**src/rtl/digest_pkg.sv**
```systemverilog
`default_nettype none
// ============================================================================
//  Module      : digest_pkg
//  Description : Shared types, default widths and word-offset helper for the
//                digest readout buffer.
//  Revision    : 1.0 - initial release
// ============================================================================
package digest_pkg;

    // Readout FSM states
    typedef enum logic [0:0] {
        ST_IDLE = 1'b0,
        ST_SEND = 1'b1
    } dig_state_e;

    // Default geometry: 12 x 32-bit words
    localparam int c_DEF_DIG_W  = 384;
    localparam int c_DEF_WORD_W = 32;

    // Bit offset of logical word 'word' inside the snapshot. With msw_first
    // set, word 0 is the most significant slice of the digest.
    function automatic int word_lsb(input int word, input int n_words,
                                    input int word_w, input bit msw_first);
        if (msw_first)
            return (n_words - 1 - word) * word_w;
        else
            return word * word_w;
    endfunction

endpackage
`default_nettype wire

```
**src/rtl/digest_word_sel.sv**
```systemverilog
`default_nettype none
// ============================================================================
//  Module      : digest_word_sel
//  Description : Combinational selection of one WORD_W slice of the digest
//                snapshot by word address, with an in-range flag.
//  Revision    : 1.0 - initial release
// ============================================================================
module digest_word_sel
    import digest_pkg::*;
#(
    parameter int DIG_W     = c_DEF_DIG_W,
    parameter int WORD_W    = c_DEF_WORD_W,
    parameter int ADDR_W    = 4,
    parameter bit MSW_FIRST = 1'b1
) (
    input  logic [DIG_W-1:0]  snap,
    input  logic [ADDR_W-1:0] addr,
    output logic [WORD_W-1:0] word,
    output logic              in_range
);

    localparam int c_N_WORDS = DIG_W / WORD_W;

    logic [WORD_W-1:0] w_words [c_N_WORDS];

    // Slice the snapshot into logical words at elaboration time
    generate
        for (genvar gi = 0; gi < c_N_WORDS; gi++) begin : g_words
            localparam int c_LSB = word_lsb(gi, c_N_WORDS, WORD_W, MSW_FIRST);
            assign w_words[gi] = snap[c_LSB +: WORD_W];
        end
    endgenerate

    // Address decode; out-of-range addresses yield zero
    always_comb begin
        word     = '0;
        in_range = ({1'b0, addr} < (ADDR_W+1)'(c_N_WORDS));
        for (int i = 0; i < c_N_WORDS; i++) begin
            if (addr == ADDR_W'(i))
                word = w_words[i];
        end
    end

endmodule
`default_nettype wire

```
**src/rtl/digest_rd_buf.sv**
```systemverilog
`default_nettype none
// ============================================================================
//  Module      : digest_rd_buf
//  Description : Snapshots the hash digest on hash_done and serves it as
//                WORD_W-bit words with single and auto-incrementing burst
//                reads over a valid/ready handshake.
//  Revision    : 1.0 - initial release
// ============================================================================
module digest_rd_buf
    import digest_pkg::*;
#(
    parameter int DIG_W     = c_DEF_DIG_W,
    parameter int WORD_W    = c_DEF_WORD_W,
    parameter int ADDR_W    = 4,
    parameter bit MSW_FIRST = 1'b1
) (
    input  logic              clk,
    input  logic              rst,
    input  logic              hash_done,
    input  logic [DIG_W-1:0]  hash_f,
    input  logic              dig_clr,
    input  logic              rd_req,
    input  logic              burst_start,
    input  logic [ADDR_W-1:0] rd_addr,
    input  logic [ADDR_W-1:0] burst_len,
    input  logic              rd_rdy,
    output logic [WORD_W-1:0] rd_d,
    output logic              rd_vld,
    output logic              rd_err,
    output logic              dig_vld,
    output logic              busy
);

    localparam int c_N_WORDS = DIG_W / WORD_W;

    localparam logic [0:0] c_ST_IDLE = ST_IDLE;
    localparam logic [0:0] c_ST_SEND = ST_SEND;

    localparam logic [ADDR_W:0]   c_N_WORDS_R = (ADDR_W+1)'(c_N_WORDS);
    localparam logic [ADDR_W-1:0] c_LAST_ADDR = ADDR_W'(c_N_WORDS - 1);

    logic [0:0]        r_state;
    logic [ADDR_W-1:0] r_addr;
    logic [ADDR_W:0]   r_rem;
    logic [WORD_W-1:0] r_rd_d;
    logic              r_rd_vld;
    logic              r_rd_err;
    logic [DIG_W-1:0]  r_snap;
    logic              r_dig_vld;
    logic              r_cap_pend;

    logic              w_idle;
    logic              w_start;
    logic              w_capture;
    logic [ADDR_W-1:0] w_next_addr;
    logic [ADDR_W-1:0] w_sel_addr;
    logic [ADDR_W:0]   w_len_ext;
    logic [ADDR_W:0]   w_len_eff;
    logic [WORD_W-1:0] w_word;
    logic              w_in_range;

    assign w_idle      = (r_state == c_ST_IDLE);
    assign w_start     = w_idle & (rd_req | burst_start);
    assign w_next_addr = (r_addr == c_LAST_ADDR) ? '0 : r_addr + ADDR_W'(1);
    // In IDLE the selector looks at the requested start word, in SEND at the
    // word following the one currently presented.
    assign w_sel_addr  = w_idle ? rd_addr : w_next_addr;

    // Burst length 0 and over-long bursts both mean a full digest
    assign w_len_ext = {1'b0, burst_len};
    assign w_len_eff = ((burst_len == '0) || (w_len_ext > c_N_WORDS_R)) ?
                       c_N_WORDS_R : w_len_ext;

    // Capture only on a quiet IDLE cycle so a burst never sees a mixed
    // snapshot; dig_clr always wins.
    assign w_capture = w_idle & ~w_start & (hash_done | r_cap_pend) & ~dig_clr;

    digest_word_sel #(
        .DIG_W     (DIG_W),
        .WORD_W    (WORD_W),
        .ADDR_W    (ADDR_W),
        .MSW_FIRST (MSW_FIRST)
    ) u_word_sel (
        .snap     (r_snap),
        .addr     (w_sel_addr),
        .word     (w_word),
        .in_range (w_in_range)
    );

    // Snapshot register, valid flag and deferred-capture flag
    always_ff @(posedge clk) begin
        if (rst) begin
            r_snap     <= '0;
            r_dig_vld  <= 1'b0;
            r_cap_pend <= 1'b0;
        end else if (dig_clr) begin
            r_snap     <= '0;
            r_dig_vld  <= 1'b0;
            r_cap_pend <= 1'b0;
        end else if (w_capture) begin
            r_snap     <= hash_f;
            r_dig_vld  <= 1'b1;
            r_cap_pend <= 1'b0;
        end else if (hash_done) begin
            r_cap_pend <= 1'b1;
        end
    end

    // Readout FSM: loads words into the output register and walks bursts
    always_ff @(posedge clk) begin
        if (rst) begin
            r_state  <= c_ST_IDLE;
            r_addr   <= '0;
            r_rem    <= '0;
            r_rd_d   <= '0;
            r_rd_vld <= 1'b0;
            r_rd_err <= 1'b0;
        end else begin
            case (r_state)
                c_ST_IDLE: begin
                    if (w_start) begin
                        r_addr   <= rd_addr;
                        r_rd_d   <= w_in_range ? w_word : '0;
                        r_rd_err <= ~w_in_range;
                        r_rd_vld <= 1'b1;
                        r_state  <= c_ST_SEND;
                        // An error word always terminates the transfer
                        if (burst_start && w_in_range)
                            r_rem <= w_len_eff;
                        else
                            r_rem <= (ADDR_W+1)'(1);
                    end
                end
                c_ST_SEND: begin
                    if (r_rd_vld && rd_rdy) begin
                        if (r_rem == (ADDR_W+1)'(1)) begin
                            r_rd_vld <= 1'b0;
                            r_state  <= c_ST_IDLE;
                        end else begin
                            r_addr   <= w_next_addr;
                            r_rd_d   <= w_word;
                            r_rd_err <= 1'b0;
                            r_rem    <= r_rem - (ADDR_W+1)'(1);
                        end
                    end
                end
                default: begin
                    r_state  <= c_ST_IDLE;
                    r_rd_vld <= 1'b0;
                end
            endcase
        end
    end

    assign rd_d    = r_rd_d;
    assign rd_vld  = r_rd_vld;
    assign rd_err  = r_rd_err;
    assign dig_vld = r_dig_vld;
    assign busy    = ~w_idle;

endmodule
`default_nettype wire
```
**config.mk**
```make
export PLATFORM = sky130hd
export DESIGN_NAME = digest_rd_buf
export DESIGN_NICKNAME = d
export VERILOG_FILES = /design/src/rtl/digest_pkg.sv /design/src/rtl/digest_word_sel.sv /design/src/rtl/digest_rd_buf.sv
export SDC_FILE = /design/constraint.sdc
export NUM_CORES = 1
export LEC_CHECK = 0
export CORE_AREA = 3 3 168 236
export CTS_CLUSTER_DIAMETER = 80
export DETAILED_ROUTE_END_ITERATION = 6
export DIE_AREA = 0 0 171 239
export PLACE_DENSITY = 0.8
export SLEW_MARGIN = 25
export SYNTH_ARGS = -nofsm -noshare
export SYNTH_HDL_FRONTEND = slang
export SYNTH_SLANG_ARGS = --single-unit
```
**constraint.sdc**
```tcl
create_clock -name clk -period 2.8 [get_ports clk]
set_input_delay 0.56 -clock clk [delete_from_list [all_inputs] [get_ports clk]]
set_output_delay 0.56 -clock clk [all_outputs]
set_load 0.1 [all_outputs]
```
==> metrics.md, run 1 <==
| Metric | Value |
|---|---|
| Flop pwr share | `41.7%` |
| Via count | `20400` |
| Yosys reg bits | `430` |
| Clock transition at the registers of the reported paths | `60 ps` |
| Req. time, crit path | `3240 ps` |
| Synth Warn # | `0` |
| CTS tree | `done` |
| Initial antenna violation count | `5` |
| Total power density per cell area | `between 500 and 600 nW/um^2` |
| Startpoint-to-endpoint class of the critical path | `register to register` |
| Net count of the mapped netlist | `between 2000 and 3000` |
| Number of cells produced by synthesis | `2581` |
| Chip Width | `roughly 170 microns` |
| Net switching power | `between 4 and 5 mW` |
| Max H-tree Level | `2` |
| Clock tree skew after final layout | `about 17 ps` |
| DIE AREA | `40900 sq um` |
| Drt via density | `slightly below 6` |
| Share of synthesized area occupied by flip-flops and latches | `between 40% and 50%` |
| Utilization after layout | `slightly below 70%` |
| Number of routed nets with antenna violations | `0` |
| GP Congestion | `a little under 1` |
| Maximum vdd drop | `0.463 mV` |
| Final Cycle Share | `98.3%` |
| Share of synthesized flip-flops with an asynchronous set or reset | `0%` |
| Setup bufs post-CTS | `0` |
| First drt pass iteration count | `6` |
| First-pass GRT wire length | `approximately 110000 microns` |
| Placeable core region | `~38000 sq um` |
| Max Fclk | `363 MHz` |
| Die Y | `about 240 microns` |
| Number of cell rows | `84` |
| Area growth from synthesis to layout | `35.1%` |
| Switch share | `29.2%` |
| Hpwl dp | `59000 microns` |
| Leftover overflow at the end of global routing | `0` |
| Unique masters post-synth | `71` |
| Cell internal power dissipation | `roughly 11 mW` |
| Number of top-level pins | `~440` |
| Placed Instance Area | `24600 sq um` |
| Detailed Route Iter0 Violations | `2449` |
| Number of violations of the max-capacitance limit | `0` |
| Post-CTS Hold Buffers | `0` |
| Minimum period implied by the final worst setup slack | `~2800 ps` |
| Total power draw | `about 15 mW` |
| Maximum buffer depth of the clock tree | `3` |
| Clock buffers created by TritonCTS | `42` |
| Dpl ws | `-107 ps` |
| Sort of element at the end of the critical path | `register` |
| Initial core utilization | `51.0%` |
| Portion of total power attributed to combinational logic | `about a fifth` |
| IO buf count | `between 400 and 500` |
| Number of flops mapped to enable cells by yosys | `0` |
| HP Class | `register to register` |
| Transition time at the pin with the least slew margin | `slightly below 700 ps` |
| Max transition margin | `between 50% and 60%` |
| Via count of the first global-routing pass | `between 15000 and 20000` |
| PnR worst setup slack | `~46 ps` |
| RSZ-0062 raised after global routing | `false` |
| Number of sinks driven by the clock tree | `430` |
| Data arrival time of the worst path | `~3200 ps` |
| Number of remaining DRC errors | `0` |
| Clock share of power | `between 30 and 40%` |
| Aggregate global-route resource usage | `36.0%` |
| Worst hold slack | `between 400 and 500 ps` |
| Endpoints failing hold | `0` |
| Primary flip-flop cell chosen by synthesis mapping | `dfxtp_1` |
| Clock tree root driver cell | `clkbuf_16` |
| Routed WL | `~80000 microns` |
| Clock Latency Late Sink | `between 500 and 600 ps` |
| Leakage power of the design | `8.68 nW` |
| Startpoint type of the worst setup path | `register` |
| Mapped Avg Cell Area | `approximately 7.4 sq um` |
| Status | `finished clean` |
| Pins over their slew limit | `0` |
| Net count, final | `~3400` |
| Routed len/inst | `22.3 microns` |
| Post-cts resize count | `0` |
| Largest net degree at the start of global routing | `between 100 and 150` |
| Final setup viols | `0` |
| Filler Cells Inserted | `roughly 3200` |
| Post-route cell area | `around 26000 sq um` |
| Worst-path maximum fanout | `27` |
| Share of layout cells above drive strength 1 | `about 9.8%` |
| Cell area after synthesis | `approximately 19000 sq um` |
cell usage after synthesis (9+ instances only):
library cell	n	area share (%)
nor2_1	25	0.49
nor3_1	10	0.26
a21oi_1	405	11
o21ai_0	72	1.9
dfxtp_1	430	45
a31o_2	14	0.64
a31oi_1	46	1.5
o31ai_1	23	0.90
o31a_1	25	1.1
a22o_1	29	1.3
nand2_1	1036	20
nand3_1	56	1.5
mux2i_1	39	2.0
clkbuf_1	114	2.2
o211ai_1	22	0.86
buf_2	79	2.1
buf_6	9	0.53
buf_4	15	0.59
area by class of cell:
class	instances	area, sq um	share of cell area [%]
multi-input cells	1931	9650	37.2
repair buffers	573	5720	22.0
flip-flops and latches	430	8610	33.2
diodes	5	12.5	0.0482
clock buffers	57	1180	4.54
clock inverters	15	169	0.651
well taps	473	592	2.28
inverters	3	13.8	0.0530
per-stage QoR:
stage | setup TNS, ps | std cells
after global placement | -3680 | 3410
after CTS | 0 | 3482
after floorplan | 0 | 2581
after detailed placement | -326 | 3410
after global routing | 0 | 3487
final | 0 | 3487
metal layers:
layer  track usage, %  wire (microns)  share of wire, %
met1             46.0           30100                39
met2             59.0           36700                47
met3             5.01            6520               8.4
met4             19.5            4480               5.8
met5                0               0                 0
power groups by stage:
stage | Sequential [mW] | Clock [mW] | Combinational (mW)
after floorplan | 6.66 | 0 | 1.42
after global placement | 6.49 | 0 | 3.10
after detailed placement | 6.49 | 0 | 3.12
after CTS | 6.35 | 5.71 | 3.14
after global routing | 6.37 | 5.97 | 3.35
final | 6.36 | 5.69 | 3.19
logic make-up after synthesis:
kind of cell | synth area share, %
mux | 2.62
fa+ha+maj | 0.196
simple gates | 23.9
flops | 44.8
buf+inv | 5.47
compound gates | 22.9
xor+xnor | 0.0456
final timing paths:
kind / start / end / slack, ps / depth (start not counted)
worst min register to register: r_snap[42] / r_snap[42] / 450 / 2
worst min-delay path: r_snap[42] / r_snap[42] / 450 / 2
worst max register to register: r_addr[0] / rd_d[1] / 50 / 9
worst max-delay path: r_addr[0] / rd_d[1] / 50 / 9
layout by cell type, fill, tap and decap left out, drive strengths merged, types with 5 or more instances in the layout:
| cell | netlist | routed |
|---|---|---|
| nand2 | 1039 | 1039 |
| dfxtp | 430 | 430 |
| a21oi | 405 | 405 |
| clkdlybuf4s50 | 0 | 398 |
| buf | 103 | 175 |
| o21ai | 80 | 80 |
| clkbuf | 114 | 57 |
| nand3 | 56 | 56 |
| a31oi | 47 | 47 |
| mux2i | 39 | 39 |
| a22o | 29 | 29 |
| nor2 | 28 | 28 |
| o31a | 25 | 25 |
| o211ai | 25 | 25 |
| o31ai | 23 | 23 |
| a31o | 22 | 22 |
| nor3 | 13 | 13 |
| a211oi | 9 | 9 |
| a211o | 7 | 7 |
| clkinv | 0 | 7 |
| a221oi | 7 | 7 |
| o221ai | 6 | 6 |
| a22oi | 6 | 6 |
| inv | 3 | 6 |
| diode | 0 | 5 |
| o32ai | 5 | 5 |
registers in the layout (all words and copies together) (netlist names):
name and cells:
r_snap 384, dig_vld 1, rd_vld 1, rd_err 1, r_rem 5, rd_d 32
busy 1, r_cap_pend 1, r_addr 4
critical path: stages (launching register included):
cell and delay, ps:
dfxtp_1 390, ha_1 230, nand3b_1 270, a22oi_4 290, buf_4 280, buf_6 310
mux2i_1 390, o221ai_1 160, o2111ai_1 180, nand3_1 120
Power figures use the tool's default switching activity.
==> run 2: changes to the inputs <==
Clock period 2.8 ns to 3.1 ns, I/O delays scaled along.
==> run 2 against run 1 <==
- highest routed layer is now met5
- maximum frequency decreased by 7.5%
- largest power group unchanged
- clock skew increased by 2.1 ps
- sequential power decreased by 9.6%
- critical endpoint is now rd_d[25]
- cell area decreased by 1.2%
- routed wire length about the same
- sequential cell count unchanged
- non-clock buffer count decreased by 47
- sequential share of layout area increased by 0.41 points
- global-route usage increased by 0.31 points
==> metrics.md, run 2 (synthesized netlist as in run 1, its figures left out) <==
| Metric | Value |
|---|---|
| Status | `finished clean` |
| Share of layout cells above drive strength 1 | `8.47% (-1.3 points)` |
| Number of remaining DRC errors | `0 (unchanged)` |
| Clock buffers created by TritonCTS | `42 (unchanged)` |
| Dpl ws | `-70.2 ps (+37.3 ps)` |
| Most common library cell in the layout ignoring fill and taps | `nand2_1` |
| Number of cell rows | `84 (unchanged)` |
| Hpwl dp | `58100 microns (-1.4%)` |
| Clock tree root driver cell | `clkbuf_16` |
| Startpoint-to-endpoint class of the critical path | `register to register` |
| Clock transition at the registers of the reported paths | `70 ps (about the same)` |
| Largest net degree at the start of global routing | `118 (unchanged)` |
| Chip Width | `171 microns (unchanged)` |
| Transition time at the pin with the least slew margin | `754 ps (+61.9 ps)` |
| Instance count along the most critical hold path | `2 (unchanged)` |
| CTS tree | `done` |
| IO buf count | `434 (unchanged)` |
| Worst-path maximum fanout | `30 (+11%)` |
| Clock tree skew after final layout | `19.2 ps (+2.09 ps)` |
| DIE AREA | `40900 sq um (unchanged)` |
| Via count | `20400 (-0.26%)` |
| RSZ-0062 raised after global routing | `false` |
| Number of routed nets with antenna violations | `0 (unchanged)` |
| Final setup viols | `0 (unchanged)` |
| Terminating pin of the worst hold path | `r_snap[332]` |
| First drt pass iteration count | `5 (-1)` |
| Utilization after layout | `68.1% (-0.83 points)` |
| Worst hold slack | `454 ps (+0.440 ps)` |
| Post-cts resize count | `0 (unchanged)` |
| Routed WL | `77600 microns (about the same)` |
| Register with the most flip-flops | `r_snap` |
| Reg2Reg Launch Point | `busy` |
| Startpoint type of the worst setup path | `register` |
| Final Cycle Share | `96.0% (-2.3 points)` |
| Logic depth of the worst register-to-register path | `8 (-1)` |
| Clock Latency Late Sink | `560 ps (about the same)` |
| Max transition margin | `49.2% (-4.5 points)` |
| Number of top-level pins | `435 (unchanged)` |
| Pins over their slew limit | `0 (unchanged)` |
| Sort of element at the end of the critical path | `register` |
| Die Y | `239 microns (unchanged)` |
| Placeable core region | `37600 sq um (unchanged)` |
| Slowest stage delay, CP | `720 ps (+330 ps)` |
| Initial antenna violation count | `11 (+6)` |
| Total power draw | `13.7 mW (-9.8%)` |
| Leftover overflow at the end of global routing | `0 (unchanged)` |
| CP Cell Sequence | `inv_4 -> a22oi_4 -> buf_12 -> buf_4 -> mux2i_1 -> nor3_1 -> o31ai_1 -> a41oi_1` |
| Number of sinks driven by the clock tree | `430 (unchanged)` |
| R2R Setup Slk | `120 ps (+80 ps)` |
| Endpoints failing hold | `0 (unchanged)` |
| Leakage power of the design | `8.46 nW (-2.5%)` |
| Commonest cells after routing, fill and taps aside | `nand2_1, dfxtp_1, a21oi_1` |
| Max Fclk | `336 MHz (-7.5%)` |
| Data arrival time of the worst path | `3380 ps (+190 ps)` |
| Total Neg Setup Slack | `0 ps (unchanged)` |
| Library cell contributing the largest single delay on the critical path | `dfxtp_1` |
| Number of violations of the max-capacitance limit | `0 (unchanged)` |
| Aggregate global-route resource usage | `36.3% (+0.31 points)` |
| Net count, final | `3336 (-1.4%)` |
| Post-CTS Hold Buffers | `0 (unchanged)` |
| Detailed Route Iter0 Violations | `2725 (+11%)` |
| GP Congestion | `0.976 (+0.69%)` |
| HP Class | `register to register` |
| Area growth from synthesis to layout | `33.5%` |
| Initial core utilization | `51.0% (unchanged)` |
| Via count of the first global-routing pass | `19700 (+1.3%)` |
| Worst reg2reg path endpoint | `rd_d[25]` |
| First-pass GRT wire length | `114000 microns (+1.1%)` |
| Routed len/inst | `22.5 microns (+1.1%)` |
| Maximum buffer depth of the clock tree | `3 (unchanged)` |
| Total power density per cell area | `536 nW/um^2 (-8.7%)` |
| Drt via density | `5.91 (+0.93%)` |
| Req. time, crit path | `3510 ps (+270 ps)` |
| PnR worst setup slack | `123 ps (+76.8 ps)` |
| Number of flip-flops under the largest register name | `384 (unchanged)` |
| Minimum period implied by the final worst setup slack | `2980 ps (+223 ps)` |
| Startpoint of the most critical hold path | `r_snap[332]` |
| Maximum vdd drop | `0.381 mV (-18%)` |
| Max H-tree Level | `2 (unchanged)` |
| Setup bufs post-CTS | `0 (unchanged)` |
## run 2: cell types whose count changed in the layout (fill, tap and decap cells not counted), sizes merged
cell / change
buf: -47
diode: +6
clkbuf: -3
clkinv: +3
inv: -2
bufinv: +1
clkinvlp: +1
## run 2: worst max path at each step
| stage | start | slack, ps | end |
|---|---|---|---|
| floorplan | busy | 410 | rd_d[19] |
| global route | busy | 40 | rd_d[25] |
| global placement | rd_addr[0] | -60 | rd_d[25] |
| CTS | busy | 220 | rd_d[25] |
| finish | busy | 120 | rd_d[25] |
| detailed placement | rd_addr[0] | -70 | rd_d[25] |
## run 2: layout make-up
class                   instances  area (sq um)
fillers                      3191         12000
multi-input cells            1931          9650
flip-flops and latches        430          8610
repair buffers                526          5360
clock buffers                  54          1180
well taps                     473           592
clock inverters                18           201
diodes                         11          27.5
inverters                       3          13.8
## run 2: power by group
group / internal, mW / switching (mW) / leakage [nW]
sequential: 5.63 / 0.120 / 3.47
clock: 3.01 / 2.21 / 0.680
combinational: 1.11 / 1.66 / 4.31
total: 9.76 / 3.99 / 8.46
## run 2: metal layers
layer | part of all wire [%] | track usage [%]
met1 | 38 | 45.3
met2 | 47 | 60.0
met3 | 8.7 | 5.69
met4 | 6.3 | 20.1
met5 | 0.017 | 0
## run 2: metrics by stage
stage               instance area, sq um  instances
global placement                   24200       3363
floorplan                          19200       2581
detailed placement                 24200       3363
finish                             25600       3446
CTS                                25600       3435
global route                       25600       3445
## run 2: critical path: cells and delay by family (launching register included)
family	cells	cell delay, ps
buffers and inverters	3	730
AND/OR/NAND/NOR	1	110
AO/OA/AOI/OAI	3	960
multiplexers	1	310
flip-flops	1	720
==> run 3: changes to the inputs <==
Settings changed: ABC_CLOCK_PERIOD_IN_PS set to 3100.
==> results of run 3 <==
Same layout as run 2: the final DEF is identical, and so are final timing and power.
